<file path="config.mk">
export PLATFORM = sky130hd
export DESIGN_NAME = peripheral_tx
export DESIGN_NICKNAME = d
export VERILOG_FILES = /design/src/rtl/peripheral_tx.sv
export SDC_FILE = /design/constraint.sdc
export NUM_CORES = 1
export LEC_CHECK = 0
export BUFFER_PORTS_ARGS = -buffer_cell sky130_fd_sc_hd__buf_2
export CAP_MARGIN = 10
export CORE_MARGIN = 4
export CORE_UTILIZATION = 40
export DETAILED_ROUTE_END_ITERATION = 6
export PLACE_DENSITY = 0.66
export SLEW_MARGIN = 20
export SYNTH_ARGS = -nofsm -noshare
export SYNTH_HDL_FRONTEND = slang
export SYNTH_SLANG_ARGS = --single-unit
</file>
<file path="constraint.sdc">
create_clock -name clk -period 1.95 [get_ports clk]
set_input_delay 0.2925 -clock clk [delete_from_list [all_inputs] [get_ports clk]]
set_output_delay 0.2925 -clock clk [all_outputs]
set_load 0.02 [all_outputs]
</file>
<file path="src/rtl/peripheral_tx.sv">
// Mailbox-draining serial transmitter: each new PeripheralBuffer word is sent as
// two 8N1 frames, low byte first. Only the most recent unsent word is kept.
// state | meaning
// IDLE  | line high, waiting for a pending word
// START | start bit (low)
// DATA  | data bits, LSB first
// STOP  | stop bit (high); chains once into the high-byte frame
module peripheral_tx #(
    parameter int DATA_WIDTH   = 8,
    parameter int CLKS_PER_BIT = 16
) (
    input  logic                    clk,
    input  logic                    rst_n,
    input  logic [2*DATA_WIDTH-1:0] PeripheralBuffer,
    input  logic                    clearOverrun,
    output logic                    txd,
    output logic                    busy,
    output logic                    overrun
);

    localparam int WORD_W = 2 * DATA_WIDTH;
    localparam int BAUD_W = (CLKS_PER_BIT > 1) ? $clog2(CLKS_PER_BIT) : 1;
    localparam int BIT_W  = (DATA_WIDTH > 1) ? $clog2(DATA_WIDTH) : 1;
    localparam logic [BAUD_W-1:0] BAUD_LOAD = BAUD_W'(CLKS_PER_BIT - 1);
    localparam logic [BIT_W-1:0]  BIT_LOAD  = BIT_W'(DATA_WIDTH - 1);

    typedef enum logic [1:0] {
        S_IDLE,
        S_START,
        S_DATA,
        S_STOP
    } state_t;

    state_t                  r_state;
    logic [WORD_W-1:0]       r_last_seen;
    logic [WORD_W-1:0]       r_pend_word;
    logic                    r_pending;
    logic                    r_overrun;
    logic [DATA_WIDTH-1:0]   r_shift;
    logic [DATA_WIDTH-1:0]   r_hi_byte;
    logic                    r_byte_sel;
    logic [BIT_W-1:0]        r_bit_cnt;
    logic [BAUD_W-1:0]       r_baud_cnt;
    logic                    r_txd;
    logic                    r_busy;

    state_t                  w_state_nxt;
    logic [DATA_WIDTH-1:0]   w_shift_nxt;
    logic [DATA_WIDTH-1:0]   w_hi_nxt;
    logic                    w_sel_nxt;
    logic [BIT_W-1:0]        w_bit_nxt;
    logic [BAUD_W-1:0]       w_baud_nxt;
    logic                    w_txd_nxt;
    logic                    w_busy_nxt;
    logic                    w_consume;
    logic                    w_change;
    logic                    w_baud_tc;

    assign w_change  = (PeripheralBuffer != r_last_seen);
    assign w_baud_tc = (r_baud_cnt == '0);

    // A change in the same cycle as a consume re-arms pending without flagging
    // overrun, since the previous word has just been taken.
    always_ff @(posedge clk) begin
        if (!rst_n) begin
            r_last_seen <= '0;
            r_pend_word <= '0;
            r_pending   <= 1'b0;
            r_overrun   <= 1'b0;
        end else begin
            if (w_change) begin
                r_last_seen <= PeripheralBuffer;
                r_pend_word <= PeripheralBuffer;
                r_pending   <= 1'b1;
            end else if (w_consume) begin
                r_pending   <= 1'b0;
            end
            if (w_change && r_pending && !w_consume) begin
                r_overrun <= 1'b1;
            end else if (clearOverrun) begin
                r_overrun <= 1'b0;
            end
        end
    end

    always_ff @(posedge clk) begin
        if (!rst_n) begin
            r_state    <= S_IDLE;
            r_shift    <= '0;
            r_hi_byte  <= '0;
            r_byte_sel <= 1'b0;
            r_bit_cnt  <= '0;
            r_baud_cnt <= '0;
            r_txd      <= 1'b1;
            r_busy     <= 1'b0;
        end else begin
            r_state    <= w_state_nxt;
            r_shift    <= w_shift_nxt;
            r_hi_byte  <= w_hi_nxt;
            r_byte_sel <= w_sel_nxt;
            r_bit_cnt  <= w_bit_nxt;
            r_baud_cnt <= w_baud_nxt;
            r_txd      <= w_txd_nxt;
            r_busy     <= w_busy_nxt;
        end
    end

    always_comb begin
        w_state_nxt = r_state;
        w_shift_nxt = r_shift;
        w_hi_nxt    = r_hi_byte;
        w_sel_nxt   = r_byte_sel;
        w_bit_nxt   = r_bit_cnt;
        w_baud_nxt  = r_baud_cnt;
        w_consume   = 1'b0;
        w_txd_nxt   = 1'b1;
        w_busy_nxt  = 1'b0;

        case (r_state)
            S_IDLE: begin
                if (r_pending) begin
                    w_consume   = 1'b1;
                    w_shift_nxt = r_pend_word[DATA_WIDTH-1:0];
                    w_hi_nxt    = r_pend_word[WORD_W-1:DATA_WIDTH];
                    w_sel_nxt   = 1'b0;
                    w_baud_nxt  = BAUD_LOAD;
                    w_state_nxt = S_START;
                end
            end
            S_START: begin
                if (w_baud_tc) begin
                    w_baud_nxt  = BAUD_LOAD;
                    w_bit_nxt   = BIT_LOAD;
                    w_state_nxt = S_DATA;
                end else begin
                    w_baud_nxt = r_baud_cnt - BAUD_W'(1);
                end
            end
            S_DATA: begin
                if (w_baud_tc) begin
                    w_baud_nxt = BAUD_LOAD;
                    if (r_bit_cnt == '0) begin
                        w_state_nxt = S_STOP;
                    end else begin
                        w_shift_nxt = r_shift >> 1;
                        w_bit_nxt   = r_bit_cnt - BIT_W'(1);
                    end
                end else begin
                    w_baud_nxt = r_baud_cnt - BAUD_W'(1);
                end
            end
            S_STOP: begin
                if (w_baud_tc) begin
                    if (!r_byte_sel) begin
                        w_shift_nxt = r_hi_byte;
                        w_sel_nxt   = 1'b1;
                        w_baud_nxt  = BAUD_LOAD;
                        w_state_nxt = S_START;
                    end else begin
                        w_baud_nxt  = '0;
                        w_state_nxt = S_IDLE;
                    end
                end else begin
                    w_baud_nxt = r_baud_cnt - BAUD_W'(1);
                end
            end
            default: begin
                w_state_nxt = S_IDLE;
            end
        endcase

        // Outputs are registered from the next state so the line moves on the
        // same edge as the state change.
        case (w_state_nxt)
            S_START: w_txd_nxt = 1'b0;
            S_DATA:  w_txd_nxt = w_shift_nxt[0];
            default: w_txd_nxt = 1'b1;
        endcase
        w_busy_nxt = (w_state_nxt != S_IDLE);
    end

    assign txd     = r_txd;
    assign busy    = r_busy;
    assign overrun = r_overrun;

endmodule

</file>
==> impl_metrics.csv <==
group,metric,value,unit
synth,yosysWarnings,0,
timing,setup_viol,0,
synth,synthFlopType,"dfxtp_1",
cts,root_buffer,"clkbuf_8",
synth,synthTopCellsByCount,"46 x dfxtp_1, 23 x nand2_1, 22 x a21oi_1",
die,die-area,0.006542,sq mm
power,ir_drop,545.5,uV
global_route,track_usage,0.1452,
die,std_cell_rows,26,
synth,synthMuxAreaShare,0.004711,
setup_path,max_stage_delay,0.47,ns
detailed_routing,antenna_left,0,
layout,n_fill_cell,501,
cts,cts.sinks,46,
synth,avgSynthCellArea,8.927,sq um
synth,ys_types,42,
layout,nets,298,
synth,synth-xor-area-share,0.07008,
detailed_routing,drc_errors,0,
layout,final_area,0.002565,sq mm
synth,syn-num-nets,265,
synth,async_flop_share,0,
flow_run,cap_viol_max_count,0,
cts,h-tree-depth,2,
cts,cts_made_buffers,5,
power,leakagePower,0.9658,nW
place,numPortBuffers,21,
setup_path,crit_arrival,2.10,ns
detailed_routing,initialDrtViolationCount,154,
global_route,grt_pass1_vias,1668,
setup_path,crit_type,"flip-flop to flip-flop",
cts,clock_latency,0.29,ns
cts,cts_tree,"yes",
setup_path,start_kind,"flip-flop",
worst_hold_path,min_from,"PeripheralBuffer[15]",
synth,netlist_area,0.002125,sq mm
timing,finalHoldViolations,0,
layout,area_growth,20.73,%
global_route,grt_overflow,0,
timing,slew_headroom,0.6921,
synth,synth_most_common_cell,"dfxtp_1",
setup_path,timing.rr.start,"r_state[0]",
place,place.gp.congestion,0.7804,
layout,num_antenna_cells,0,
place,dpl_cell_area,0.002379,sq mm
setup_path,slowest_stage,"dfxtp_1",
setup_path,required,2.13,ns
synth,yosys.area.top_type,"dfxtp_1",
setup_path,path_cells,"ha_1 > nand2b_1 > a211oi_1 > a211oi_2 > nor3_1 > a31oi_2",
detailed_routing,first_pass_iters,4,
power,power.density,911.5,mW/mm^2
die,initial_core_util,0.4133,
global_route,antenna_found_initial,0,
detailed_routing,drt_wl_total,4589,um
timing,maxSlewViolCount,0,
synth,synth_edf_count,0,
setup_path,crit_path_end_kind,"flip-flop",
run_status,outcome,"finished clean",
setup_path,critPathBufInv,0,
timing,worstMarginPinSlew,0.4577,ns
synth,yosys.area_share.adder,0.04711,
synth,synth_top_family_by_area,"simple AND/OR/NAND/NOR gates",
global_route,grt_pass1_wl,7465,um
synth,netlist_instances,238,
synth,synth_seq_cells,46,
detailed_routing,via_count,1764,
detailed_routing,post_drt_wl_per_cell,13.42,um
power,p_total,2.338,mW
worst_hold_path,hp-class,"input port to flip-flop",
timing,fin_skew,0.004241,ns
die,dieHeight,80.88,um
die,core_area,0.005140,sq mm
place,dp.cells,332,
layout,final_cells,342,
timing,rsz0062_at_grt,"yes",
synth,synth_compound_area_frac,0.1955,
timing,period_share,0.9837,
layout,drive_gt1_frac,0.2463,
die,die_w,80.88,um
die,ioPinCount,22,
cts,clk_path_buf_depth,2,
setup_path,crit_fanout,9,
synth,ys_seq_area_frac,0.4335,
synth,synth-simple-area-share,0.2002,
setup_path,setup.worst_path.start,"r_state[0]",
cts,clk_pin_slew,0.09,ns
place,dp_hpwl,3324,um
timing,fmax,521.3,MHz
timing,fin_crit,1.918,ns
setup_path,cpLargestDelayFamily,"compound AO/OA/AOI/OAI gates",
global_route,grt_max_degree,19,
detailed_routing,avgViaCountPerCell,5.158,
synth,synth_top_area_share,0.4335,
layout,final_util,0.4990,
synth,synth_area_leaders,"dfxtp_1 43%, xnor2_1 7.0%, and2_1 5.3%",
==> per-stage QoR <==
stage / TNS, ns / hold WS [ns] / setup slack (ns)
CTS: 0 / 0.2136 / 0.006435
global route: -0.2810 / 0.2145 / -0.1423
global placement: 0 / 0.4448 / 0.05255
floorplan: 0 / 0.4142 / 0.0004918
finish: 0 / 0.2179 / 0.03177
detailed placement: 0 / 0.4499 / 0.03061
==> state kept, by name (all words and copies together) (netlist names), 2 cells and up <==
| signal | count |
|---|---|
| r_pend_word | 16 |
| r_bit_cnt | 3 |
| r_shift | 8 |
| r_hi_byte | 8 |
| r_state | 2 |
| r_baud_cnt | 4 |
==> where the power goes <==
| group | switching, mW | internal, mW |
|---|---|---|
| logic | 0.296 | 0.272 |
| registers | 0.0534 | 1.01 |
| clock network | 0.325 | 0.384 |
==> path summary, 6_finish.rpt <==
path                                   endpoint  slack, ns  depth (start not counted)
worst min register to register     r_hi_byte[7]       0.46                          2
worst max-delay path                        txd       0.03                          6
worst min-delay path            r_pend_word[15]       0.22                          2
worst max register to register              txd       0.03                          6
==> routing by layer <==
| metal | global-route usage | routed length [um] |
|---|---|---|
| met2 | 0.2381 | 2183 |
| met3 | 0.03880 | 249 |
| met1 | 0.1892 | 2156 |
| met5 | 0 | 0 |
| met4 | 0.03716 | 0 |
==> cells in the final DEF, fill, tap and decap left out, types with 2 or more instances in the layout <==
| cell | count |
|---|---|
| a211oi_2 | 2 |
| a21oi_1 | 21 |
| a222oi_1 | 6 |
| and2_1 | 17 |
| buf_2 | 21 |
| buf_4 | 19 |
| clkbuf_8 | 5 |
| dfxtp_1 | 45 |
| ha_1 | 7 |
| inv_1 | 7 |
| inv_2 | 2 |
| nand2_1 | 23 |
| nand2b_1 | 6 |
| nand3_1 | 8 |
| nand4_1 | 4 |
| nor2_1 | 9 |
| nor3_1 | 2 |
| o21ai_0 | 10 |
| o31a_1 | 2 |
| o31ai_1 | 6 |
| o31ai_2 | 2 |
| xnor2_1 | 17 |
==> logic make-up (layout without fill, tap and decap cells) <==
logic type	Yosys count	after routing
AO/OA/AOI/OAI	62	62
XOR/XNOR	17	17
adder cells (fa/ha/maj)	8	8
buffers and inverters	24	58
flip-flops	46	46
multiplexers	1	1
AND/OR/NAND/NOR	80	80
==> area by class of cell <==
| class | count | area (sq um) | area share |
|---|---|---|---|
| clock buffers | 5 | 68.82 | 0.02683 |
| repair buffers | 40 | 247.7 | 0.09659 |
| flip-flops and latches | 46 | 922.1 | 0.3595 |
| well taps | 70 | 87.58 | 0.03415 |
| inverters | 10 | 37.54 | 0.01463 |
| multi-input cells | 168 | 1157 | 0.4512 |
| clock inverters | 3 | 43.79 | 0.01707 |
==> what timing repair did <==
action,in CTS,in global routing
buffers inserted,0,2
setup endpoints to repair,1,11
hold buffers,0,0
gates resized for setup,1,17
pin swaps,0,4
Note: power is estimated with default switching activity, not from simulation.
